### config.mk
export PLATFORM = sky130hd
export DESIGN_NAME = uart_rx
export DESIGN_NICKNAME = d
export VERILOG_FILES = /design/src/rtl/uart_pkg.sv /design/src/rtl/sync_2ff.sv /design/src/rtl/uart_rx.sv
export SDC_FILE = /design/constraint.sdc
export NUM_CORES = 1
export LEC_CHECK = 0
export ABC_CLOCK_PERIOD_IN_PS = 1900
export CAP_MARGIN = 20
export CORE_MARGIN = 3
export CORE_UTILIZATION = 45
export CTS_BUF_LIST = sky130_fd_sc_hd__clkbuf_4 sky130_fd_sc_hd__clkbuf_8
export CTS_CLUSTER_SIZE = 20
export DETAILED_ROUTE_END_ITERATION = 12
export DONT_BUFFER_PORTS = 1
export PLACE_DENSITY_LB_ADDON = 0.05
export SETUP_SLACK_MARGIN = 0.4
export SKIP_LAST_GASP = 1
export SYNTH_ARGS = -nofsm -noshare
export SYNTH_HDL_FRONTEND = slang
export SYNTH_SLANG_ARGS = --single-unit
### constraint.sdc
create_clock -name clk_i -period 1.9 [get_ports clk_i]
set_clock_uncertainty 0.1 [all_clocks]
set_input_delay 0.38 -clock clk_i [delete_from_list [all_inputs] [get_ports clk_i]]
set_output_delay 0.38 -clock clk_i [all_outputs]
set_load 0.02 [all_outputs]
### src/rtl/uart_pkg.sv
`default_nettype none
// ============================================================================
// Module  : uart_pkg
// Purpose : Shared UART constants and receiver state encoding.
// Rev     : 1.0 - initial release
// ============================================================================
package uart_pkg;

    localparam int UART_DATA_BITS = 8;

    typedef enum logic [2:0] {
        ST_IDLE      = 3'd0,
        ST_START     = 3'd1,
        ST_DATA      = 3'd2,
        ST_STOP      = 3'd3,
        ST_WAIT_IDLE = 3'd4
    } rx_state_e;

endpackage
`default_nettype wire

### src/rtl/sync_2ff.sv
`default_nettype none
// ============================================================================
// Module  : sync_2ff
// Purpose : Two-flop synchronizer for an asynchronous single-bit input.
// Rev     : 1.0 - initial release
// ============================================================================
module sync_2ff #(
    parameter logic RESET_VAL = 1'b1
) (
    input  logic clk_i,
    input  logic rst_n_i,
    input  logic d_i,
    output logic q_o
);

    logic sync1_q;
    logic sync2_q;

    always_ff @(posedge clk_i) begin
        if (!rst_n_i) begin
            sync1_q <= RESET_VAL;
            sync2_q <= RESET_VAL;
        end else begin
            sync1_q <= d_i;
            sync2_q <= sync1_q;
        end
    end

    assign q_o = sync2_q;

endmodule
`default_nettype wire

### src/rtl/uart_rx.sv
`default_nettype none
// ============================================================================
// Module  : uart_rx
// Purpose : 8N1 UART receiver, mid-bit sampling, one-cycle valid/error strobes.
// Rev     : 1.0 - initial release
// ============================================================================
module uart_rx
    import uart_pkg::*;
#(
    parameter int CLOCKS_PER_BAUD = 104
) (
    input  logic                      clk_i,
    input  logic                      rst_n_i,
    input  logic                      rx_i,
    output logic [UART_DATA_BITS-1:0] data_o,
    output logic                      valid_o,
    output logic                      frame_error_o,
    output logic                      busy_o
);

    localparam int                 CNT_W    = $clog2(CLOCKS_PER_BAUD);
    localparam logic [CNT_W-1:0]   HALF     = CNT_W'(CLOCKS_PER_BAUD / 2);
    localparam logic [CNT_W-1:0]   BIT_LAST = CNT_W'(CLOCKS_PER_BAUD - 1);
    localparam logic [CNT_W-1:0]   CNT_ONE  = CNT_W'(1);
    localparam logic [2:0]         IDX_LAST = 3'(UART_DATA_BITS - 1);

    logic                      rx_sync;
    rx_state_e                 state_q, state_d;
    logic [CNT_W-1:0]          cnt_q, cnt_d;
    logic [2:0]                bit_idx_q, bit_idx_d;
    logic [UART_DATA_BITS-1:0] shreg_q, shreg_d;
    logic [UART_DATA_BITS-1:0] data_q, data_d;
    logic                      valid_q, valid_d;
    logic                      frame_error_q, frame_error_d;
    logic                      busy_q, busy_d;

    sync_2ff #(
        .RESET_VAL (1'b1)
    ) u_sync (
        .clk_i   (clk_i),
        .rst_n_i (rst_n_i),
        .d_i     (rx_i),
        .q_o     (rx_sync)
    );

    always_comb begin
        state_d       = state_q;
        cnt_d         = cnt_q;
        bit_idx_d     = bit_idx_q;
        shreg_d       = shreg_q;
        data_d        = data_q;
        valid_d       = 1'b0;
        frame_error_d = 1'b0;
        busy_d        = (state_q != ST_IDLE);

        case (state_q)
            ST_IDLE: begin
                if (!rx_sync) begin
                    cnt_d   = HALF;
                    state_d = ST_START;
                end
            end
            ST_START: begin
                if (cnt_q == '0) begin
                    if (!rx_sync) begin
                        cnt_d     = BIT_LAST;
                        bit_idx_d = 3'd0;
                        state_d   = ST_DATA;
                    end else begin
                        state_d   = ST_IDLE;
                    end
                end else begin
                    cnt_d = cnt_q - CNT_ONE;
                end
            end
            ST_DATA: begin
                if (cnt_q == '0) begin
                    shreg_d   = {rx_sync, shreg_q[UART_DATA_BITS-1:1]};
                    cnt_d     = BIT_LAST;
                    bit_idx_d = bit_idx_q + 3'd1;
                    if (bit_idx_q == IDX_LAST) begin
                        state_d = ST_STOP;
                    end
                end else begin
                    cnt_d = cnt_q - CNT_ONE;
                end
            end
            ST_STOP: begin
                if (cnt_q == '0) begin
                    if (rx_sync) begin
                        data_d  = shreg_q;
                        valid_d = 1'b1;
                        state_d = ST_IDLE;
                    end else begin
                        frame_error_d = 1'b1;
                        state_d       = ST_WAIT_IDLE;
                    end
                end else begin
                    cnt_d = cnt_q - CNT_ONE;
                end
            end
            // A held-low break must see the line recover before a new frame can start.
            ST_WAIT_IDLE: begin
                if (rx_sync) begin
                    state_d = ST_IDLE;
                end
            end
            default: begin
                state_d = ST_IDLE;
            end
        endcase
    end

    always_ff @(posedge clk_i) begin
        if (!rst_n_i) begin
            state_q       <= ST_IDLE;
            cnt_q         <= '0;
            bit_idx_q     <= 3'd0;
            shreg_q       <= '0;
            data_q        <= '0;
            valid_q       <= 1'b0;
            frame_error_q <= 1'b0;
            busy_q        <= 1'b0;
        end else begin
            state_q       <= state_d;
            cnt_q         <= cnt_d;
            bit_idx_q     <= bit_idx_d;
            shreg_q       <= shreg_d;
            data_q        <= data_d;
            valid_q       <= valid_d;
            frame_error_q <= frame_error_d;
            busy_q        <= busy_d;
        end
    end

    assign data_o        = data_q;
    assign valid_o       = valid_q;
    assign frame_error_o = frame_error_q;
    assign busy_o        = busy_q;

endmodule
`default_nettype wire

==> key figures <==
Status
  – Status: completed

Placement
  – Placed insts: 233
  – Buffers on Ports: 0
  – HPWL after DPL: 2.382 mm
  – GP Congestion: ~0.85

Clocking
  – Clock sink count: 34
  – Num CTS Buffers: 5
  – Clock Latency Late Sink: 330 ps
  – Clk buf depth: 2
  – CTS tree: done
  – Clock root buffer: clkbuf_4
  – H-tree depth: 2
  – Worst-path clk slew: 100 ps

Floorplan
  – Die area: 4283 um2
  – Core area: 3203 um2
  – Row count: 20
  – Die height: 65.45 um
  – IO Pins: 14
  – Initial Util: approximately half
  – Die X: 65.45 um

Layout
  – Proportion of layout cells with a drive suffix above 1: 39.13%
  – N_diodes: 0
  – Layout area overhead: 30.37%
  – Post-Layout Cell Count: 251
  – Nets: between 200 and 250

Route
  – DRT Pass-1 Iters: 4
  – DRT Wirelength: 3.737 mm
  – DRC: 0
  – Vias per inst: 5.633
  – Wire per inst: 14.89 um
  – Detailed Route Iter0 Violations: between 90 and 100
  – Post-DRT Antenna Nets: 0
  – Via count: around 1,400

Global routing
  – GR peak layer: met2
  – M2 GR Usage: 29.96%
  – Vias in the first global route: 1,363
  – First-pass GRT wire length: 6.348 mm
  – Antenna violations before repair: 0
  – GRT Util Overall: roughly a fifth
  – Met1 global-route usage: 25.45%
  – GRT Residual Overflow: 0
  – Largest net degree at the start of global routing: 29
  – Met3 global-route usage: under 10%

Yosys
  – Ys Warns: 0
  – Mapped cell area: 1590 um2
  – Largest area contributor in the netlist: dfxtp_1
  – Top cells by area, synth: dfxtp_1, a21oi_1, mux2i_1
  – Syn_area_per_cell: 8.786 um2
  – Synth Register Bits: 34
  – Sequential element share of the synthesized area: between 40% and 50%
  – Post-synthesis cell type count: 45
  – Net Count, Synth: approximately 190
  – Post-synthesis cell count: 181
  – Top cell type's share of synthesized area: between 40% and 50%

Critical path
  – Worst Setup Path Type: flip-flop to flip-flop
  – Cell family with most CP delay: simple AND/OR/NAND/NOR gates
  – Peak fanout along the critical path: 5
  – WP data arrival: 2040 ps
  – Slowest stage delay, CP: ~430 ps
  – CP cell instances: inv_2, ha_4, or3b_4, nor3_4, nor3_2, or3_1, a21oi_1
  – Setup slack, reg-to-reg: 20 ps
  – Critical Path Source Type: flip-flop
  – Worst Path Buf+Inv: 1
  – CP Capture Type: flip-flop
  – Worst path slowest cell: or3b_4
  – Worst Path Required: around 2000 ps

STA
  – Minimum clock period: 1881 ps
  – Max Fclk: 531.7 MHz
  – Period utilization: between 90% and 100%
  – Final hold slack: between 10 and 15 ps
  – RSZ-0062 raised after global routing: yes
  – Pins Over Slew Limit: 0
  – Worst relative slew slack: 57.43%
  – Fin. Hold Viols: 0
  – TNS Setup: 0 ps
  – Number of setup violations in the final report: 0
  – Worst-Margin Slew: 631.8 ps

Pwr
  – P_leak: between 0.8 and 0.9 nW
  – Maximum VDD drop: slightly below 0.0006 V
  – PwrDens: around 1100 nW/um2
  – Power, Total: ~2.3 mW

Worst hold path
  – HP Class: input pin to flip-flop

Run
  – Max cap viols: 0
[layout make-up]
class | instances | area (um2)
clock buffers | 7 | 52.55
clock inverters | 1 | 30.03
fillers | 277 | 1130
inverters | 3 | 11.26
multi-input cells | 133 | 979.7
flip-flops and latches | 34 | 685.7
well taps | 44 | 55.05
repair buffers | 29 | 259.0
[power breakdown]
part / switching, mW / internal [mW] / leakage, nW
clock network: 0.242 / 0.308 / 0.0463
logic: 0.473 / 0.512 / 0.497
registers: 0.0529 / 0.760 / 0.277
[flip-flops by register name (all words and copies together) (netlist names), 3 cells and up]
signal,cells
data_o,8
shreg_q,8
bit_idx_q,3
state_q,3
cnt_q,7
[placed cells by master (no fill, tap or decap), drive strengths merged, types with 2 or more instances in the layout]
cell     n
xnor2    2
dfxtp   34
inv      3
nor4     4
nand2b   5
a21oi   18
a221oi   2
nor2b    3
or3b     2
nor2    22
o21a     4
clkbuf   7
nand2   15
nand4b   2
buf     28
o21ai    7
nand3    9
nor3     8
ha       4
or3      2
mux2i    9
[worst reg2reg max path: stages (launching register included)]
cell     delay, ps
dfxtp_2        340
inv_2           70
ha_4           130
or3b_4         430
nor3_4         190
nor3_2          80
or3_1          320
a21oi_1        140
[metrics by stage]
stage	instance area (um2)	util (%)	worst slack (ps)
finish	2073	64.73	19.37
global route	2073	64.73	-67.44
CTS	2034	63.52	60.39
detailed placement	1762	55.00	-57.90
global placement	1762	55.00	6.115
floorplan	1629	-	69.94
[kinds of logic (layout without fill, tap and decap cells)]
| logic type | Yosys count | after routing | synth area share (%) |
|---|---|---|---|
| AOI/OAI and AO/OA | 38 | 38 | 14.95 |
| muxes | 9 | 9 | 5.665 |
| and+or+nand+nor | 79 | 79 | 27.78 |
| DFF | 34 | 34 | 42.80 |
| adders and majority gates | 4 | 4 | 3.147 |
| xor gates and xnor gates | 3 | 3 | 1.653 |
| buffers and inverters | 14 | 40 | 4.012 |
[synthesized netlist by cell type]
master,count
nor3_2,1
nand2_2,1
a211oi_1,1
ha_1,4
or3b_2,1
nor3_1,7
o221a_2,1
inv_1,2
xor2_1,1
nor2b_1,3
a2111oi_0,1
a22oi_1,1
nor4_1,3
nor4b_1,1
nand3_1,9
a221oi_1,2
clkbuf_1,6
nor4_4,1
o21ai_1,1
nand2_1,14
or3b_1,1
mux2i_1,9
buf_2,3
nand3b_1,1
nor2_1,21
nor3b_1,1
buf_1,1
buf_6,1
o31a_1,1
or2b_1,1
and2_1,1
nor2_4,1
a21oi_1,18
o21a_1,4
xnor2_1,2
nand4_4,1
a22o_1,1
inv_2,1
nand2b_1,5
dfxtp_1,34
or2_2,1
nand4b_1,2
o211ai_2,1
or3_1,2
o21ai_0,6
[path summary, 6_finish.rpt]
check | startpoint | end | cells past startpoint
setup / recovery | cnt_q[1] | state_q[0] | 7
hold / removal | rst_n_i | u_sync.q_o | 1
setup reg to reg | cnt_q[1] | state_q[0] | 7
hold reg to reg | u_sync.sync1_q | u_sync.q_o | 1
[timing repair]
action                                  in CTS  in global routing
resized for setup                           35                  6
pin swaps                                   24                  3
endpoints found under the setup margin      31                 31
hold buffers                                 1                  0
setup buffers                                7                  2
cloned                                       0                  0
hold endpoints to repair                     1                  0
[routing by layer]
metal | vias to the layer above | part of all wire (%)
met1 | 695 | 47
met2 | 24 | 48
met3 | 6 | 3.9
met4 | 0 | 1.5
met5 | - | 0
li1 | 689 | -
Note: power is estimated with default switching activity, not from simulation.
